==> src/rtl/int_to_float.sv <==
// Purpose: iterative 32-bit integer (signed or unsigned) to IEEE-754 single conversion.
// Latency: 3 + leading-zero count of the magnitude (3..34 cycles), zero operand 1 cycle.
// Backpressure: accepts one operand at a time in IDLE; holds the result in DONE until out_ready.
//
// Ports:
//   CLK, RESET          clock and synchronous active-high reset
//   in_valid/in_ready   operand handshake (in_ready only while idle)
//   int_operand         integer source, is_unsigned selects FCVT.S.WU vs FCVT.S.W
//   result, fflag_nx    single-precision result and inexact flag
//   out_valid/out_ready result handshake
module int_to_float (
  input  logic        CLK,
  input  logic        RESET,
  input  logic        in_valid,
  output logic        in_ready,
  input  logic [31:0] int_operand,
  input  logic        is_unsigned,
  output logic [31:0] result,
  output logic        fflag_nx,
  output logic        out_valid,
  input  logic        out_ready
);

  typedef enum logic [1:0] {
    IDLE  = 2'd0,
    NORM  = 2'd1,
    ROUND = 2'd2,
    DONE  = 2'd3
  } state_t;

  state_t      state_q;
  logic        sign_q;
  logic [31:0] mag_q;
  logic [7:0]  exp_q;
  logic [31:0] result_q;
  logic        nx_q;
  logic        out_valid_q;

  // Operand decode at accept time.
  logic        sign_d;
  logic [31:0] mag_d;

  always_comb begin
    sign_d = ~is_unsigned & int_operand[31];
    // Negating 0x80000000 wraps back to 0x80000000, which is the correct magnitude.
    mag_d  = sign_d ? (~int_operand + 32'd1) : int_operand;
  end

  // Rounding datapath, only meaningful while in ROUND (mag_q[31] is set there).
  logic [22:0] mant_w;
  logic        guard_w;
  logic        sticky_w;
  logic        round_up_w;
  logic [23:0] mant_inc_w;
  logic [22:0] mant_d;
  logic [7:0]  exp_d;

  always_comb begin
    mant_w     = mag_q[30:8];
    guard_w    = mag_q[7];
    sticky_w   = |mag_q[6:0];
    round_up_w = guard_w & (sticky_w | mant_w[0]);
    mant_inc_w = {1'b0, mant_w} + 24'd1;
    mant_d     = mant_w;
    exp_d      = exp_q;
    if (round_up_w) begin
      if (mant_inc_w[23]) begin
        // Mantissa wrapped: value is exactly the next power of two.
        mant_d = 23'd0;
        exp_d  = exp_q + 8'd1;
      end else begin
        mant_d = mant_inc_w[22:0];
      end
    end
  end

  always_ff @(posedge CLK) begin
    if (RESET) begin
      state_q     <= IDLE;
      sign_q      <= 1'b0;
      mag_q       <= 32'd0;
      exp_q       <= 8'd0;
      result_q    <= 32'd0;
      nx_q        <= 1'b0;
      out_valid_q <= 1'b0;
    end else begin
      case (state_q)
        IDLE: begin
          if (in_valid) begin
            sign_q <= sign_d;
            mag_q  <= mag_d;
            if (mag_d == 32'd0) begin
              result_q    <= 32'd0;
              nx_q        <= 1'b0;
              out_valid_q <= 1'b1;
              state_q     <= DONE;
            end else begin
              // 158 = bias 127 + 31: exponent of a value whose MSB sits at bit 31.
              exp_q   <= 8'd158;
              state_q <= NORM;
            end
          end
        end
        NORM: begin
          if (mag_q[31]) begin
            state_q <= ROUND;
          end else begin
            mag_q <= {mag_q[30:0], 1'b0};
            exp_q <= exp_q - 8'd1;
          end
        end
        ROUND: begin
          result_q    <= {sign_q, exp_d, mant_d};
          nx_q        <= guard_w | sticky_w;
          out_valid_q <= 1'b1;
          state_q     <= DONE;
        end
        DONE: begin
          if (out_ready) begin
            out_valid_q <= 1'b0;
            state_q     <= IDLE;
          end
        end
        default: state_q <= IDLE;
      endcase
    end
  end

  assign in_ready  = (state_q == IDLE);
  assign result    = result_q;
  assign fflag_nx  = nx_q;
  assign out_valid = out_valid_q;

endmodule

==> config.mk <==
export PLATFORM = sky130hd
export DESIGN_NAME = int_to_float
export DESIGN_NICKNAME = d
export VERILOG_FILES = /design/src/rtl/int_to_float.sv
export SDC_FILE = /design/constraint.sdc
export NUM_CORES = 1
export LEC_CHECK = 0
export ABC_AREA = 1
export CORE_MARGIN = 5
export CORE_UTILIZATION = 50
export DETAILED_ROUTE_END_ITERATION = 8
export GPL_ROUTABILITY_DRIVEN = 0
export HOLD_SLACK_MARGIN = 0.08
export PLACE_DENSITY = 0.69
export SLEW_MARGIN = 25
export SYNTH_ARGS = -nofsm -noshare
export SYNTH_HDL_FRONTEND = slang
export SYNTH_SLANG_ARGS = --single-unit
==> constraint.sdc <==
create_clock -name CLK -period 2.5 [get_ports CLK]
set_input_delay 0.5 -clock CLK [delete_from_list [all_inputs] [get_ports CLK]]
set_output_delay 0.5 -clock CLK [all_outputs]
set_load 0.01 [all_outputs]
# Yosys cells after proc, flatten, opt, wreduce, memory -nomap -nowiden
# Index checks and enable logic that the tools add are counted.
# W data, S select, Z words.
# word_totals
regBits,77
inputBits,37
out_inout_bits,35
wordCells,67
# op_classes
n_addsub,4
n_eq_ne,9
muxes,27
n_bitwise,6
n_reduce_logical,13
# op_table
cell,n
$mux W32,5
$pmux W32 S2,2
$mux W23,2
$mux W8,5
$add A32 B1 Y32 const B,1
$logic_not A32 Y1,1
$not A32 Y32,1
$add A23 B1 Y24 const B,1
$pmux W8 S2,1
$ne A2 B2 Y1 const B,5
$reduce_and A3 Y1,3
$add A8 B1 Y8 const B,1
$mux W2,4
$pmux W2 S4,1
$reduce_and A4 Y1,2
$sub A8 B1 Y8 const B,1
$reduce_or A7 Y1,1
$mux W1,5
$eq A2 B2 Y1 const B,2
$reduce_and A2 Y1,2
$reduce_bool A2 Y1,2
$pmux W1 S3,1
$reduce_bool A3 Y1,1
$and A1 B1 Y1,2
6 further kinds,7

# Longest topological paths before layout
# logic_depth
depth_word,7
mapped_depth,20
mapped_depth_nobuf,19

# Worst setup path before layout
# OpenSTA, ideal clock, no wires.
# synth_timing
path_type,input port to flip-flop
from,input int_operand[1]
to,"register result_q[18], in the netlist result[18]"
setup_ps,115
arrival_ps,2161
path_slack_ps,224
path_stages,19
n_path_buf,2
cell_sequence,inv_1 ha_1 nand2_1 nor2_1 nand2_1 nand2_2 nand2_1 nand2_1 nand2_1 nor2_1 nand2_1 nor2_1 nand3_1 nand2_1 buf_6 buf_6 nand3_1 nand2_1 nor2_1
# synth_via
elab_chain_cells,6
# synth_lines
item,line,rtl
from (decl),16,"input logic [31:0] int_operand,"
$not A32 Y32,46,mag_d = sign_d ? (~int_operand + 32'd1) : int_operand;
$add A32 B1 Y32,46,
$mux W32 *,46,
$logic_not A32 Y1 *,92,if (mag_d == 32'd0) begin
$ne A2 B1 Y1 (no line) *,n/a,
$reduce_and A3 Y1 (no line) *,n/a,
to (signal assigned),113,"result_q <= {sign_q, exp_d, mant_d};"
to (decl),35,logic [31:0] result_q;
# Every way passes the cells marked *; elsewhere a longest branch is shown, timed or not.
# A chain may end at the register's enable or synchronous reset.

# Worst setup path in the final report
# layout_timing
from,register state_q[0]
to,output in_ready
# layout_via
elab_chain_cells,1
# layout_lines
item,line,rtl
from (decl),31,state_t state_q;
from (signal assigned),79,state_q <= IDLE;
from (signal assigned),96,state_q <= DONE;
from (signal assigned),100,state_q <= NORM;
$logic_not A2 Y1,129,assign in_ready = (state_q == IDLE);
to (decl),15,"output logic in_ready,"
# No other way between the ends.

==> out/metrics.yaml <==
clock_network:
  cts_tree: "built"
  clkSinkCount: 77
  clkTransAtPathRegs_ps: 60
  worstSkewPairLatency_ps: 340
  htree_levels: 3
  clock_path_buffers: 2
  cts_inserted_buffers: 9
  cts_root_buffer: "clkbuf_16"
yosys:
  synth_seq_area_share_pct: 26.3
  synth_edf_count: 0
  synth_compound_area_share_pct: 14.3
  syn_area_sq_um: 5860
  synth_top_family_by_area: "simple AND/OR/NAND/NOR gates"
  ys_ff_latch: 77
  syn_inst: 1017
  synth_nets: 1063
  synth_flop_cell: "dfxtp_1"
  synth_adder_area_share_pct: 1.92
  yosys.area_share.simple_pct: 44.7
  synth.avg_cell_area_sq_um: 5.76
  async_reset_ff_share_pct: 0
  synthMuxAreaShare_pct: 0
  yosys.area_share.xor_xnor_pct: 2.54
  yosysUniqueCellTypes: 37
  yosys_warnings: 0
worst_setup_path:
  cp-startpoint: "state_q[0]$_SDFFE_PP0P_"
  start_kind: "register"
  critPathMaxFanout: 8
  arrival_ps: 1920
  crit_path_end_kind: "output pin"
  worst-setup-path-type: "register to output pin"
  reg2reg_from: "state_q[0]$_SDFFE_PP0P_"
  crit_required_ps: 2000
final_layout:
  final_core_util_pct: 74.9
  area_growth_pct: 46.7
  drive_above_1_share_pct: 25.1
  fillCellCount: 952
  nNetsFinal: 1260
  n_antenna_cell: 0
floorplanning:
  die-area_sq_um: 14000
  ioPinCount: 72
  fp.dieW_um: 118
  row_count: 39
  fp.coreArea_sq_um: 11500
  start_util_pct: 51.1
  die_y_um: 118
power_and_ir_drop:
  p_leak_uw: 0.00405
  max-vdd-ir-drop_uv: 1000
  power_density_nw_per_um2: 1020
timing:
  finalCritPeriodShare_pct: 96.8
  finClkSkew_ps: 7.42
  slew_violations: 0
  max_freq_mhz: 413
  tns_ps: 0
  setup_ws_ps: 80.4
  finalHoldViolCount: 0
  slew_headroom_pct: 64.7
  tightest_slew_ps: 529
  fin_hold_ws_ps: 471
  setup_violations: 0
  min_period_ps: 2420
place:
  place_ws_ps: -713
  dp.final_hpwl_um: 13400
  io_buffer_count: 71
routing:
  dr.pass1.iters: 5
  drt_iter0_drc: 533
  drc: 0
  num_vias: 7095
  ant_nets: 0
  vias_per_cell: 5.21
  routed_wirelength_um: 18400
  routedWlPerCell_um: 13.5
grt:
  grt_remaining_overflow: 0
  grt_pass1_vias: 6248
  grt_usage_pct: 24.6
  grt_pass1_wl_um: 29300
  grt_max_degree: 46
  antenna_found_initial: 0
hold_path:
  worstHoldPathType: "register to register"
  hold_path_startpoint: "exp_q[7]$_SDFFE_PP0P_"
flow_run:
  maxCapViolations: 0
run_status:
  status: "finished, final reports clean"
## where the power goes
part / internal (uW) / switching (uW) / total (uW)
clock: 797 / 519 / 1320
sequential: 1820 / 517 / 2340
combinational: 2230 / 2900 / 5130
## cell families after synthesis
family | Yosys count
and+or+nand+nor | 621
buffers and inverters | 142
adders and majority gates | 9
xor gates and xnor gates | 17
DFF | 77
AOI/OAI and AO/OA | 151
## per-layer routing
layer	global-route usage (%)	vias to the layer above	routed length, um	part of all wire, %
li1	-	3691	-	-
met1	32.0	3154	7980	43
met2	42.2	212	9100	49
met3	2.20	38	885	4.8
met4	9.61	0	481	2.6
met5	0	-	0	0
## repair_timing
| item | 4_1_cts | 5_1_grt |
|---|---|---|
| cloned | 3 | 2 |
| setup endpoints to repair | 43 | 43 |
| resized for setup | 79 | 119 |
| buffers inserted | 9 | 8 |
| pin swaps | 14 | 64 |
| hold buffers | 0 | 0 |
| endpoints found under the hold margin | 0 | 0 |
## cell type report
type | count | area [sq um] | share of cell area (%)
clock buffer | 10 | 239 | 2.78
clock inverter | 6 | 61.3 | 0.714
inverter | 99 | 374 | 4.35
multi-input combinational | 800 | 4170 | 48.6
sequential | 77 | 1540 | 17.9
tap | 143 | 179 | 2.08
timing repair buffer | 227 | 2030 | 23.6
## synth_stat cells, types with 2 or more instances
library cell / instances / area share (%)
nor4_1: 3 / 0.32
xnor2_1: 2 / 0.30
and2_1: 2 / 0.21
clkbuf_1: 28 / 1.8
nand3b_1: 6 / 0.77
nand3_1: 100 / 8.5
nand4_1: 11 / 1.2
buf_2: 4 / 0.34
o21ai_0: 42 / 3.6
or2_2: 5 / 0.53
dfxtp_1: 77 / 26
o211ai_1: 6 / 0.77
nor2_1: 166 / 11
nand2_2: 7 / 0.75
a21oi_1: 81 / 6.9
xor2_1: 15 / 2.2
nor3b_1: 2 / 0.26
o21ai_2: 2 / 0.30
a211oi_1: 2 / 0.26
nor3_1: 14 / 1.2
buf_4: 2 / 0.26
nand2_1: 297 / 19
nor2_2: 4 / 0.43
o21ai_1: 3 / 0.26
ha_1: 9 / 1.9
inv_2: 4 / 0.26
inv_1: 94 / 6.0
a221oi_1: 14 / 2.1
buf_6: 7 / 1.3
## state kept, by name, summed over array words and instances (netlist names)
signal and cells:
exp_q 8, fflag_nx 1, mag_q 32, out_valid 1, result 32, sign_q 1
state_q 2
## worst max-delay path, stage by stage, from the launching register on
cell	delay [ps]
dfxtp_1	330
inv_1	100
ha_1	500
clkdlybuf4s50_1	640
## stage by stage
| step | power [uW] | std cells | area [sq um] |
|---|---|---|---|
| after floorplan | 5330 | 1017 | 5860 |
| after global placement | 6970 | 1324 | 7590 |
| after detailed placement | 7060 | 1324 | 7590 |
| after CTS | 8530 | 1352 | 8180 |
| after global routing | 9490 | 1362 | 8590 |
| final | 8790 | 1362 | 8590 |
## cell usage in the layout (no fill, tap or decap), drive strengths merged
cell / Yosys / final
nand2: 304 / 304
nor2: 172 / 174
buf: 14 / 154
nand3: 101 / 101
inv: 98 / 99
a21oi: 81 / 81
dfxtp: 77 / 77
o21ai: 47 / 47
clkdlybuf4s50: 0 / 40
clkbuf: 29 / 19
xor2: 15 / 15
a221oi: 14 / 14
nor3: 14 / 14
dlymetal6s2s: 0 / 13
nand4: 11 / 11
ha: 9 / 9
o211ai: 6 / 6
nand3b: 6 / 6
dlygate4sd2: 0 / 6
or2: 6 / 6
clkdlybuf4s15: 0 / 5
clkinv: 1 / 4
nor4: 3 / 3
nor3b: 2 / 2
xnor2: 2 / 2
a211oi: 2 / 2
and2: 2 / 2
o22ai: 1 / 1
bufinv: 0 / 1
clkinvlp: 0 / 1
## worst paths after layout
check | endpoint | slack [ps] | cells after the start
max | in_ready | 80 | 3
min | exp_q[7]$_SDFFE_PP0P_ | 470 | 2
max reg2reg | mag_q[25]$_SDFFE_PP0P_ | 240 | 9
min reg2reg | exp_q[7]$_SDFFE_PP0P_ | 470 | 2
(Power assumes the default switching activity.)
